**config.mk**
```make
export PLATFORM = sky130hd
export DESIGN_NAME = apb_cmd_master
export DESIGN_NICKNAME = d
export VERILOG_FILES = /design/src/rtl/apb_cmd_master_pkg.sv /design/src/rtl/apb_cmd_fifo.sv /design/src/rtl/apb_cmd_master.sv
export SDC_FILE = /design/constraint.sdc
export NUM_CORES = 1
export LEC_CHECK = 0
export BUFFER_PORTS_ARGS = -buffer_cell sky130_fd_sc_hd__clkbuf_2
export CORE_MARGIN = 4
export CORE_UTILIZATION = 50
export CTS_BUF_LIST = sky130_fd_sc_hd__clkbuf_8 sky130_fd_sc_hd__clkbuf_16
export CTS_CLUSTER_DIAMETER = 100
export DETAILED_ROUTE_END_ITERATION = 16
export GPL_ROUTABILITY_DRIVEN = 0
export PLACE_DENSITY_LB_ADDON = 0.2
export SKIP_LAST_GASP = 1
export SYNTH_ARGS = -nofsm -noshare
export SYNTH_HDL_FRONTEND = slang
export SYNTH_SLANG_ARGS = --single-unit
```
**constraint.sdc**
```tcl
create_clock -name pclk -period 5.6 [get_ports pclk]
set_clock_uncertainty 0.1 [all_clocks]
set_input_delay 1.4 -clock pclk [delete_from_list [all_inputs] [get_ports pclk]]
set_output_delay 1.4 -clock pclk [all_outputs]
set_load 0.1 [all_outputs]
```
**src/rtl/apb_cmd_master_pkg.sv**
```systemverilog
// Shared definitions for the APB command master: bus widths, FSM encodings,
// command entry layout and the register map of the CSR slave on this segment.
package apb_cmd_master_pkg;

  localparam int APB_AW = 8;
  localparam int APB_DW = 32;
  localparam int CMD_W  = 1 + APB_AW + APB_DW;

  localparam logic [1:0] ST_IDLE   = 2'd0;
  localparam logic [1:0] ST_SETUP  = 2'd1;
  localparam logic [1:0] ST_ACCESS = 2'd2;

  localparam logic [APB_AW-1:0] CONTROL_0_ADDR = 8'h00;
  localparam logic [APB_AW-1:0] CONTROL_1_ADDR = 8'h10;
  localparam logic [APB_AW-1:0] STATUS_ADDR    = 8'h20;

  typedef struct packed {
    logic              write;
    logic [APB_AW-1:0] addr;
    logic [APB_DW-1:0] wdata;
  } apb_cmd_t;

endpackage

```
**src/rtl/apb_cmd_fifo.sv**
```systemverilog
// Synchronous command FIFO; DEPTH must be a power of two so the pointers wrap
// naturally. Push is honoured when full only if a pop happens in the same cycle.
module apb_cmd_fifo #(
  parameter int DEPTH = 4,
  parameter int W     = 41
) (
  input  logic                     pclk,
  input  logic                     presetn,
  input  logic                     push,
  input  logic [W-1:0]             push_data,
  input  logic                     pop,
  output logic [W-1:0]             pop_data,
  output logic                     full,
  output logic                     empty,
  output logic [$clog2(DEPTH):0]   count
);

  localparam int AW = $clog2(DEPTH);
  localparam logic [AW:0] FULL_CNT = (AW+1)'(DEPTH);

  logic [W-1:0]  mem [DEPTH];
  logic [AW-1:0] wr_ptr;
  logic [AW-1:0] rd_ptr;
  logic          do_push;
  logic          do_pop;

  assign full     = (count == FULL_CNT);
  assign empty    = (count == '0);
  assign do_pop   = pop && !empty;
  assign do_push  = push && (!full || do_pop);
  assign pop_data = mem[rd_ptr];

  always_ff @(posedge pclk or negedge presetn) begin
    if (!presetn) begin
      wr_ptr <= '0;
      rd_ptr <= '0;
      count  <= '0;
    end else begin
      if (do_push) wr_ptr <= wr_ptr + 1'b1;
      if (do_pop)  rd_ptr <= rd_ptr + 1'b1;
      case ({do_push, do_pop})
        2'b10:   count <= count + 1'b1;
        2'b01:   count <= count - 1'b1;
        default: count <= count;
      endcase
    end
  end

  always_ff @(posedge pclk) begin
    if (do_push) mem[wr_ptr] <= push_data;
  end

endmodule

```
**src/rtl/apb_cmd_master.sv**
```systemverilog
// APB master draining a command FIFO into SETUP/ACCESS transfers, one response
// pulse per command. Define APB_PREADY_EN for pready wait states and a timeout.
module apb_cmd_master
  import apb_cmd_master_pkg::*;
#(
  parameter int DEPTH          = 4,
  parameter int TIMEOUT_CYCLES = 16
) (
  input  logic                    pclk,
  input  logic                    presetn,
  input  logic                    cmd_valid,
  output logic                    cmd_ready,
  input  logic                    cmd_write,
  input  logic [APB_AW-1:0]       cmd_addr,
  input  logic [APB_DW-1:0]       cmd_wdata,
  output logic                    rsp_valid,
  output logic [APB_DW-1:0]       rsp_rdata,
  output logic                    rsp_err,
  output logic                    psel,
  output logic                    penable,
  output logic                    pwrite,
  output logic [APB_AW-1:0]       paddr,
  output logic [APB_DW-1:0]       pwdata,
`ifdef APB_PREADY_EN
  input  logic                    pready,
`endif
  input  logic [APB_DW-1:0]       prdata,
  output logic [1:0]              dbg_state,
  output logic [$clog2(DEPTH):0]  dbg_fifo_count
);

  if (DEPTH < 2 || DEPTH > 16 || (DEPTH & (DEPTH - 1)) != 0 || TIMEOUT_CYCLES < 1) begin : g_bad_param
    $error("apb_cmd_master: DEPTH must be a power of two in 2..16 and TIMEOUT_CYCLES >= 1");
  end

  // Handshake: a command is taken on a rising edge where cmd_valid && cmd_ready;
  // responses are single-cycle rsp_valid pulses with no backpressure, in order.
  logic       fifo_full;
  logic       fifo_empty;
  logic       fifo_pop;
  apb_cmd_t   head;
  logic [1:0] state_q;
  logic [1:0] state_d;
  logic       run_q;
  logic       access_done;
  logic       timeout_hit;

  apb_cmd_fifo #(
    .DEPTH (DEPTH),
    .W     (CMD_W)
  ) u_fifo (
    .pclk      (pclk),
    .presetn   (presetn),
    .push      (cmd_valid && cmd_ready),
    .push_data ({cmd_write, cmd_addr, cmd_wdata}),
    .pop       (fifo_pop),
    .pop_data  (head),
    .full      (fifo_full),
    .empty     (fifo_empty),
    .count     (dbg_fifo_count)
  );

  // run_q keeps cmd_ready low while reset is held and for the release edge.
  assign cmd_ready = run_q && !fifo_full;
  assign dbg_state = state_q;

`ifdef APB_PREADY_EN
  localparam int TW = $clog2(TIMEOUT_CYCLES + 1);

  logic [TW-1:0] wait_cnt;
  logic          rsp_err_q;

  assign timeout_hit = (state_q == ST_ACCESS) && !pready &&
                       (wait_cnt == TW'(TIMEOUT_CYCLES - 1));
  assign access_done = (state_q == ST_ACCESS) && (pready || timeout_hit);
  assign rsp_err     = rsp_err_q;

  always_ff @(posedge pclk or negedge presetn) begin
    if (!presetn) begin
      wait_cnt  <= '0;
      rsp_err_q <= 1'b0;
    end else begin
      if (state_d == ST_SETUP) wait_cnt <= '0;
      else if (state_q == ST_ACCESS && !pready) wait_cnt <= wait_cnt + 1'b1;
      rsp_err_q <= access_done && timeout_hit;
    end
  end
`else
  assign timeout_hit = 1'b0;
  assign access_done = (state_q == ST_ACCESS);
  assign rsp_err     = 1'b0;
`endif

  always_comb begin
    state_d  = state_q;
    fifo_pop = 1'b0;
    case (state_q)
      ST_IDLE: begin
        if (!fifo_empty) begin
          fifo_pop = 1'b1;
          state_d  = ST_SETUP;
        end
      end
      ST_SETUP: state_d = ST_ACCESS;
      ST_ACCESS: begin
        if (access_done) begin
          if (!fifo_empty) begin
            fifo_pop = 1'b1;
            state_d  = ST_SETUP;
          end else begin
            state_d = ST_IDLE;
          end
        end
      end
      default: state_d = ST_IDLE;
    endcase
  end

  always_ff @(posedge pclk or negedge presetn) begin
    if (!presetn) begin
      state_q   <= ST_IDLE;
      run_q     <= 1'b0;
      psel      <= 1'b0;
      penable   <= 1'b0;
      pwrite    <= 1'b0;
      paddr     <= '0;
      pwdata    <= '0;
      rsp_valid <= 1'b0;
      rsp_rdata <= '0;
    end else begin
      state_q   <= state_d;
      run_q     <= 1'b1;
      psel      <= (state_d != ST_IDLE);
      penable   <= (state_d == ST_ACCESS);
      rsp_valid <= access_done;
      // Address phase signals only change on a pop, so they hold through ACCESS.
      if (fifo_pop) begin
        pwrite <= head.write;
        paddr  <= head.addr;
        pwdata <= head.write ? head.wdata : '0;
      end
      if (access_done) rsp_rdata <= (pwrite || timeout_hit) ? '0 : prdata;
    end
  end

endmodule

```
## Word level (Yosys, flattened, before mapping)

Memories as Yosys holds them, arrays and structs flattened.
Cells that the tools add are included.

| storage, ports and cells | value |
|---|---|
| word-level logic and storage cells | 45 |
| flip-flop bits (word level) | 86 |
| RAM bits | 164 |
| input port bits | 76 |
| memories | 1 |

Memory list:

| name | words | width | read ports | clocked after Yosys merged registers in | wr ports | RTL line | RTL |
|---|---|---|---|---|---|---|---|
| u_fifo.mem | 4 | 41 | 1 | 0 | 1 | apb_cmd_fifo.sv:21 | `logic [W-1:0] mem [DEPTH];` |

| cells by class | value |
|---|---|
| multiplexer cells | 10 |
| add/subtract/negate cells | 4 |
| reductions and logical operators | 12 |
| equality and inequality tests | 6 |

Operators by type and width:

| operator | count |
|---|---|
| $mux 32 | 2 |
| $eq 2x2->1 const B | 3 |
| $pmux 2 s3 | 1 |
| $pmux 3 s2 | 1 |
| $mux 1 | 5 |
| $add 2x1->2 const B | 2 |
| $eq 2x1->1 const B | 2 |
| $logic_and 1x1->1 | 4 |
| $reduce_bool 2->1 | 2 |
| $add 3x1->3 const B | 1 |
| $eq 3x3->1 const B | 1 |
| $logic_not 3->1 | 1 |
| $sub 3x1->3 const B | 1 |
| $logic_not 1->1 | 2 |
| $logic_not 2->1 | 1 |
| $mux 2 | 1 |
| $reduce_or 2->1 | 1 |
| $logic_or 1x1->1 | 1 |

## Logic depth before layout (Yosys ltp)

Gate-level depths: netlist of run 1.

| depth | value |
|---|---|
| word-level depth | 8 |
| mapped depth | 10 |

## Hierarchy

From an unflattened synthesis of run 1, not the netlist that was laid out.

| second synthesis, totals | value |
|---|---|
| cell total of the unflattened synthesis | 534 |
| area total of the unflattened synthesis | 9,899.5 um2 |

Modules (own cells, without submodules):

| module | sequential area each (um2) | area each (um2) | times used | cells an instance |
|---|---|---|---|---|
| apb_cmd_fifo | 5,099.9 | 6,333.6 | 1 | 253 |
| apb_cmd_master | 1,976.9 | 3,565.9 | 1 | 281 |

## Least setup slack after synthesis of run 1

OpenSTA, ideal clock, no wires.

| timing path | value |
|---|---|
| kind | register to output |
| start point | reg u_fifo.count[0] |
| end point | out cmd_ready |
| setup slack | 0.699 ns |
| stages on the path, launching flop included | 3 |
| required time | 4.100 ns |
| arrival time | 3.401 ns |
| path buffers | 0 |
| cells stage by stage | dfrtp_1 -> nor2_1 -> a21boi_0 |

| on the way | value |
|---|---|
| longest elaborated chain between the ends | 3 |

Ends and longest elaborated chain:

| item | RTL line | RTL |
|---|---|---|
| from (decl) | apb_cmd_fifo.sv:15 | `output logic [$clog2(DEPTH):0] count` |
| from (signal assigned) | apb_cmd_fifo.sv:42 | `2'b10: count <= count + 1'b1;` |
| from (signal assigned) | apb_cmd_fifo.sv:43 | `2'b01: count <= count - 1'b1;` |
| from (signal assigned) | apb_cmd_fifo.sv:44 | `default: count <= count;` |
| $eq 3x3->1 | apb_cmd_fifo.sv:27 | `assign full = (count == FULL_CNT);` |
| $logic_not 1->1 | apb_cmd_master.sv:64 | `assign cmd_ready = run_q && !fifo_full;` |
| $logic_and 1x1->1 | apb_cmd_master.sv:64 |  |
| to (decl) | apb_cmd_master.sv:12 | `output logic cmd_ready,` |

Every way passes these cells.

## Worst setup path in the final report of run 1

Ends and elaborated chain as after synthesis.

==> results of run 1 <==
metrics by stage:
step | area [µm²] | setup WS [ns] | std cells | utilization (%)
2_1_floorplan | 9508 | 0.6994 | 564 | -
3_3_place_gp | 10430 | 2.177 | 922 | 55.75
3_5_place_dp | 10430 | 2.119 | 922 | 55.75
4_1_cts | 11260 | 2.080 | 968 | 60.22
5_1_grt | 11260 | 2.041 | 968 | 60.22
6_report | 11260 | 2.126 | 968 | 60.22
kinds of logic (layout without fill, tap and decap cells):
group / count (synthesis) / after routing / share of synthesized area (%)
XOR/XNOR: 6 / 6 / 0.5527
flip-flops: 249 / 249 / 74.17
adder cells (fa/ha/maj): 6 / 6 / 0.8685
other: 2 / 2 / 0.07899
AND/OR/NAND/NOR: 109 / 109 / 5.527
AO/OA/AOI/OAI: 98 / 98 / 5.185
multiplexers: 52 / 52 / 11.33
buffers and inverters: 42 / 212 / 2.290
cell usage in the layout, fill, tap and decap left out, types with 3 or more instances in the layout:
master | netlist | final
sky130_fd_sc_hd__clkbuf_16 | 0 | 25
sky130_fd_sc_hd__ha_1 | 5 | 5
sky130_fd_sc_hd__clkbuf_8 | 0 | 7
sky130_fd_sc_hd__xnor2_1 | 4 | 4
sky130_fd_sc_hd__o21ai_0 | 87 | 87
sky130_fd_sc_hd__o21ai_1 | 9 | 9
sky130_fd_sc_hd__clkinv_2 | 0 | 3
sky130_fd_sc_hd__edfxtp_1 | 164 | 164
sky130_fd_sc_hd__mux4_2 | 41 | 41
sky130_fd_sc_hd__nand2_1 | 65 | 65
sky130_fd_sc_hd__buf_4 | 5 | 4
sky130_fd_sc_hd__dfrtp_1 | 85 | 83
sky130_fd_sc_hd__mux2_4 | 8 | 8
sky130_fd_sc_hd__inv_1 | 5 | 13
sky130_fd_sc_hd__mux2_2 | 3 | 3
sky130_fd_sc_hd__clkbuf_2 | 0 | 156
sky130_fd_sc_hd__nand2b_1 | 33 | 32
sky130_fd_sc_hd__and2_2 | 0 | 4
layout make-up:
| class | count | area (µm²) | share of cell area [%] |
|---|---|---|---|
| multi-input combinational | 273 | 2246 | 19.94 |
| clock buffer | 32 | 721.9 | 6.409 |
| clock inverter | 14 | 113.9 | 1.011 |
| timing repair buffer | 160 | 810.8 | 7.198 |
| inverter | 6 | 22.52 | 0.1999 |
| tap | 234 | 292.8 | 2.599 |
| sequential | 249 | 7057 | 62.65 |
state kept, by name (all words and copies together), names as in the netlist:
| signal | count |
|---|---|
| dbg_state | 1 |
| rsp_rdata | 32 |
| u_fifo.wr_ptr | 2 |
| pwrite | 1 |
| run_q | 1 |
| psel | 1 |
| paddr | 8 |
| u_fifo.count | 3 |
| rsp_valid | 1 |
| penable | 1 |
| u_fifo.rd_ptr | 2 |
| pwdata | 32 |
| u_fifo.mem | 164 |
per-layer routing:
| metal | up-vias | wire, µm | share of wire, % |
|---|---|---|---|
| met4 | 2 | 353 | 1.9 |
| li1 | 2391 | - | - |
| met3 | 26 | 1301 | 7.0 |
| met1 | 2544 | 7769 | 42 |
| met2 | 184 | 9143 | 49 |
| met5 | - | 7 | 0.038 |
worst max-delay path, delay by kind of cell, from the launching register on:
kind / cells / cell delay, ns
compound gates: 1 / 0.33
buf+inv: 1 / 0.53
flops: 1 / 0.50
simple gates: 1 / 0.10
path summary, 6_finish.rpt:
kind / endpoint / cells past startpoint / slack, ns / start
min in group asynchronous: rsp_rdata[27]$_DFFE_PN0N_ / 1 / 0.99 / presetn
setup reg to reg: u_fifo.count[2]$_DFFE_PN0P_ / 9 / 2.95 / u_fifo.count[0]$_DFFE_PN0P_
hold / removal: rsp_rdata[5]$_DFFE_PN0N_ / 2 / 0.38 / rsp_rdata[5]$_DFFE_PN0N_
max in group asynchronous: u_fifo.rd_ptr[0]$_DFFE_PN0P_ / 1 / 3.60 / presetn
hold reg to reg: rsp_rdata[5]$_DFFE_PN0N_ / 2 / 0.38 / rsp_rdata[5]$_DFFE_PN0N_
setup / recovery: cmd_ready / 3 / 2.13 / u_fifo.count[0]$_DFFE_PN0P_
==> results.md, run 1 <==
* Result of the run: finished clean
* Clock tree from TritonCTS: yes
* Via count of the first global-routing pass at 5433
* Top cells by area in the synthesized netlist: sky130_fd_sc_hd__edfxtp_1 (52%), sky130_fd_sc_hd__dfrtp_1 (22%), sky130_fd_sc_hd__mux4_2 (9.7%)
* RSZ-0062 raised after global routing: false
* Floorplan core area at 18710 µm²
* Via count at 5147
* Synth Net Count at 646
* Global-route met3 utilization at 3.986%
* Number of violations of the max-capacitance limit at 0
* Post-Route Setup TNS at 0 ns
* Detailed-route wire length per cell at 19.19 µm
* Total number of yosys warnings at 0
* Startpoint class of the critical path: flip-flop
* Count of different cell masters after synthesis at 29
* GR Util All Layers at 17.51%
* Commonest register cell after synthesis: sky130_fd_sc_hd__edfxtp_1
* Worst hold slack after final layout at 0.3831 ns
* Post-detail-place hpwl at 11270 µm
* Share of flip-flops with an asynchronous set or reset after synthesis at 34.14%
* Ant diodes at 0
* Number of antenna violations at the first check in global routing at 1
* Htree depth at 1
* TritonCTS Buffers at 25
* First-pass iteration count of the detailed router at 5
* Starting density of the core at 50.83%
* CP peak stage delay at 0.53 ns
* #FFs+latches synth at 249
* Area share of the leading cell type in the synthesized netlist at 51.80%
* Maximum clock rate at 0.2879 GHz
* Die outline area at 21290 µm²
* Layout filler cell count at 1401
* Count of final max-slew check failures at 0
* Overall routed net length at 18580 µm
* Final min period at 3.474 ns
* Standard cell with the maximum stage delay on the critical path: sky130_fd_sc_hd__clkbuf_2
* Share of the clock period used by the worst path after layout at 62.03%
* Gr busiest metal: met2
* Layout overhead on the synthesized area at 18.48%
* Number of I/O port buffers at 157
* Clock tree root driver cell: sky130_fd_sc_hd__clkbuf_16
* Number of I/O pins at 159
* Cell with the most instances after synthesis: sky130_fd_sc_hd__edfxtp_1
* Fraction of the yosys area taken by sequential cells at 74.17%
* Data required time of the critical path at 4.10 ns
* Count of flip-flops with a built-in enable after synthesis at 164
* Detailed router's first-iteration violation count at 285
* Antenna Violating Nets Remaining at 0
* Maximum count of clock buffers along a single path at 3
* Reg clk slew, reported paths at 0.06 ns
* Num Clock Sinks at 249
* Post-synthesis instance area at 9508 µm²
* Overflow left after global routing at 0
* Fin nets at 797
* Number of cell rows at 50
* Layout cells sized above 1 at 35.29%
* Avg Inst Size Synth at 16.86 µm²
* Count of unresolved DRC violations after routing at 0
* Largest fanout on the critical path at 5
* Critical path arrival at 1.97 ns
* Wire length of the first global-routing pass at 29590 µm
* Height of the die at 145.9 µm
* Type of the worst setup path: flip-flop to output port
* Kind of path behind the tightest hold check: flip-flop to flip-flop
* Resize count post-CTS at 0
* Number of setup buffers added after CTS at 0
* Met2 track utilization from global routing at 29.01%
* Cell type contributing the most total cell area after synthesis: sky130_fd_sc_hd__edfxtp_1
* Die width at 145.9 µm
* Via-per-instance ratio at 5.317
* Pin count of the biggest net entering global routing at 86
* Hold Vio Cnt, Final at 0
* Slew of the pin with the lowest slew margin at 1.102 ns
* Max-slew headroom at the worst pin at 26.53%
* Crit. End Element: output port
* Gate count of the mapped netlist at 564
* Met1 global-route usage at 23.93%
* Synth top cells by count: sky130_fd_sc_hd__edfxtp_1 (164), sky130_fd_sc_hd__o21ai_0 (87), sky130_fd_sc_hd__dfrtp_1 (85)
* # setup viols final at 0
* Clock latency on the worst-skew pair at 0.51 ns
* CTS Hold Bufs at 0
* Crit path cell chain: nor2_1 -> a21boi_0 -> clkbuf_2
Power of run 1 is not shown: default switching activity piles up to over one toggle a cycle in this logic, so the estimate is an artifact.
==> run 2: changes to the inputs <==
--- a/config.mk
+++ b/config.mk
@@ -5,6 +5,7 @@
 export SDC_FILE = /design/constraint.sdc
 export NUM_CORES = 1
 export LEC_CHECK = 0
+export ABC_AREA = 1
 export BUFFER_PORTS_ARGS = -buffer_cell sky130_fd_sc_hd__clkbuf_2
 export CORE_MARGIN = 4
 export CORE_UTILIZATION = 50
==> constraint.sdc (replaced) <==
create_clock -name pclk -period 3.4 [get_ports pclk]
set_clock_uncertainty 0.1 [all_clocks]
set_input_delay 0.85 -clock pclk [delete_from_list [all_inputs] [get_ports pclk]]
set_output_delay 0.85 -clock pclk [all_outputs]
set_load 0.1 [all_outputs]
==> results.md, run 2 <==
* Result of the run: finished clean
* Type of the worst setup path: flip-flop to output port
* Ant diodes at 0 (unchanged)
* Resize count post-CTS at 0 (unchanged)
* Buffers & Inverters on Critical Path at 1 (unchanged)
* Final min period at 2.652 ns
* Overflow left after global routing at 0 (unchanged)
* Flip-flop count of the largest register after layout at 164 (unchanged)
* Avg Inst Size Synth at 10.35 µm² (-39%)
* Max-slew headroom at the worst pin at 32.89% (+6.4 points)
* Cell type contributing the most total cell area after synthesis: sky130_fd_sc_hd__edfxtp_1
* Share of flip-flops with an asynchronous set or reset after synthesis at 34.14% (unchanged)
* First-pass iteration count of the detailed router at 4 (-1)
* Maximum count of clock buffers along a single path at 3 (unchanged)
* Clock tree from TritonCTS: yes
* Layout filler cell count at 1672 (+19%)
* Critical path's top delay family: flip-flops
* Slew of the pin with the lowest slew margin at 1.006 ns (-0.09646 ns)
* Die outline area at 22820 µm² (+7.2%)
* Hold Vio Cnt, Final at 0 (unchanged)
* Kind of path behind the tightest hold check: input port to async pin
* Via count at 6972 (+35%)
* Count of flip-flops with a built-in enable after synthesis at 164 (unchanged)
* Total placed instance area at 11260 µm² (+8.0%)
* Crit path cell chain: clkbuf_2
* Data required time of the critical path at 2.45 ns (-1.65 ns)
* Layout cells sized above 1 at 19.34% (-16 points)
* Count of unresolved DRC violations after routing at 0 (unchanged)
* Detailed-route wire length per cell at 15.31 µm (-20%)
* Fraction of the yosys area taken by sequential cells at 68.91% (-5.3 points)
* Startpoint class of the critical path: flip-flop
* Most common library cell in the layout ignoring fill and taps: sky130_fd_sc_hd__nand2_1
* Met2 track utilization from global routing at 32.84% (+3.8 points)
* Cell with the most instances after synthesis: sky130_fd_sc_hd__nand2_1
* Htree depth at 1 (unchanged)
* Fin nets at 1220 (+53%)
* Number of cell rows at 52 (+4.0%)
* Post-detail-place hpwl at 12850 µm (+14%)
* Area share of the leading cell type in the synthesized netlist at 48.12% (-3.7 points)
* Number of standard cells in the layout, taps in and fillers out at 1428 (+48%)
* Largest register by flop count: u_fifo.mem
* Number of I/O port buffers at 157 (unchanged)
* Via-per-instance ratio at 4.882 (-8.2%)
* Critical path depth at 1 (-2)
* Post-synthesis instance area at 10230 µm² (+7.6%)
* Startpoint of the lowest-slack register-to-register path: u_fifo.count[0]$_DFFE_PN0P_
* Clock tree root driver cell: sky130_fd_sc_hd__clkbuf_16
* TritonCTS Buffers at 26 (+4.0%)
* Standard cell with the maximum stage delay on the critical path: sky130_fd_sc_hd__dfrtp_1
* # setup viols final at 0 (unchanged)
* Overall routed net length at 21870 µm (+18%)
* Reg clk slew, reported paths at 0.06 ns (about the same)
* Total number of yosys warnings at 0 (unchanged)
* Antenna Violating Nets Remaining at 0 (unchanged)
* Detailed router's first-iteration violation count at 318 (+12%)
* Maximum clock rate at 0.3771 GHz
* Number of setup buffers added after CTS at 0 (unchanged)
* Num Clock Sinks at 249 (unchanged)
* Global-route met3 utilization at 4.548% (+0.56 points)
* Largest fanout on the critical path at 15 (+10)
* Wire length of the first global-routing pass at 34820 µm (+18%)
* CP peak stage delay at 0.64 ns (+0.11 ns)
* Synth Net Count at 1071 (+66%)
* Number of antenna violations at the first check in global routing at 2 (+1)
* #FFs+latches synth at 249 (unchanged)
* Synth top cells by count: sky130_fd_sc_hd__nand2_1 (295), sky130_fd_sc_hd__edfxtp_1 (164), sky130_fd_sc_hd__inv_1 (144)
* Via count of the first global-routing pass at 6840 (+26%)
* Worst hold slack after final layout at 0.2627 ns (-0.1204 ns)
* Crit. End Element: output port
* Starting density of the core at 50.74% (-0.091 points)
* Met1 global-route usage at 24.89% (+0.96 points)
* Register cell area after layout at 7057 µm² (unchanged)
* Pin count of the biggest net entering global routing at 75 (-13%)
* Commonest cells after routing, fill and taps aside: sky130_fd_sc_hd__nand2_1 (295), sky130_fd_sc_hd__edfxtp_1 (164), sky130_fd_sc_hd__clkbuf_2 (156)
* Critical path arrival at 1.70 ns (-0.27 ns)
* Non-Filler Cell Area, Final at 12140 µm² (+7.8%)
* Clock latency on the worst-skew pair at 0.52 ns (about the same)
* CTS Hold Bufs at 0 (unchanged)
* Depth of the worst register-to-register path at 8 (-1)
* Floorplan core area at 20170 µm² (+7.8%)
* DP Cell Count at 1380 (+50%)
* Gate count of the mapped netlist at 989 (+75%)
* RSZ-0062 raised after global routing: false
* Count of different cell masters after synthesis at 22 (-24%)
* Gr busiest metal: met2
* Reg2Reg Capture Point: u_fifo.count[2]$_DFFE_PN0P_
* Die width at 151.1 µm (+3.5%)
* Commonest register cell after synthesis: sky130_fd_sc_hd__edfxtp_1
* Height of the die at 151.1 µm (+3.5%)
* Count of final max-slew check failures at 0 (unchanged)
* Post-Route Setup TNS at 0 ns (unchanged)
* Slack of the worst reg-to-reg path at 0.97 ns (-1.98 ns)
* GR Util All Layers at 19.20% (+1.7 points)
* Number of I/O pins at 159 (unchanged)
* Area used by multi-input combinational logic at 2377 µm² (+5.8%)
* Layout overhead on the synthesized area at 18.64%
* Share of the clock period used by the worst path after layout at 78.00%
* Biggest registers after layout: u_fifo.mem: 164 flops, pwdata: 32 flops, rsp_rdata: 32 flops
* Number of violations of the max-capacitance limit at 0 (unchanged)
* Top cells by area in the synthesized netlist: sky130_fd_sc_hd__edfxtp_1 (48%), sky130_fd_sc_hd__dfrtp_1 (21%), sky130_fd_sc_hd__nand2_1 (11%)
[run 2: cell types whose count changed after synthesis, moves of 5 or more]
cell	change
sky130_fd_sc_hd__mux4_2	-41
sky130_fd_sc_hd__o21ai_1	-9
sky130_fd_sc_hd__nand2_1	+230
sky130_fd_sc_hd__clkbuf_1	-5
sky130_fd_sc_hd__mux2_4	-8
sky130_fd_sc_hd__buf_2	+19
sky130_fd_sc_hd__inv_1	+139
sky130_fd_sc_hd__o21ai_0	-35
sky130_fd_sc_hd__nand3_1	+133
sky130_fd_sc_hd__nor2_1	+40
sky130_fd_sc_hd__nand2b_1	-33
[run 2: cell families after synthesis]
kind of cell	Yosys count	synth area share (%)
simple gates	474	19.11
flops	249	68.91
buf+inv	200	8.155
compound gates	55	2.690
fa+ha+maj	6	0.8070
xor+xnor	3	0.2568
other cells	2	0.07339
[run 2: final cells by class]
type,count,area share (%)
clock buffer,31,6.018
clock inverter,17,1.237
inverter,148,4.575
multi-input combinational,540,19.58
sequential,249,58.12
tap,270,2.782
timing repair buffer,173,7.688
[run 2: how the worst max path moves through the flow]
| stage | from | endpoint |
|---|---|---|
| 2_1_floorplan | u_fifo.count[1]$_DFFE_PN0P_ | u_fifo.mem[0][0]$_DFFE_PP_ |
| 3_3_place_gp | cmd_valid | u_fifo.count[2]$_DFFE_PN0P_ |
| 3_5_place_dp | cmd_valid | u_fifo.count[2]$_DFFE_PN0P_ |
| 4_1_cts | u_fifo.count[0]$_DFFE_PN0P_ | cmd_ready |
| 5_1_grt | u_fifo.count[0]$_DFFE_PN0P_ | cmd_ready |
| 6_report | dbg_state[0]$_DFF_PN0_ | dbg_state[0] |
[run 2: metal layers]
layer	up-vias	wire, µm
met3	43	1642
met5	-	19
met4	4	426
met1	3271	9468
met2	193	10310
li1	3461	-
[run 2: metrics by stage]
step                      util (%)  setup WS (ns)
after floorplan                  -        -0.3905
final                        60.20         0.7481
after CTS                    60.20         0.7465
after detailed placement     55.83         0.6021
after global placement       55.83         0.6330
after global routing         60.20         0.6402
Power of run 2 is left out for the same reason.
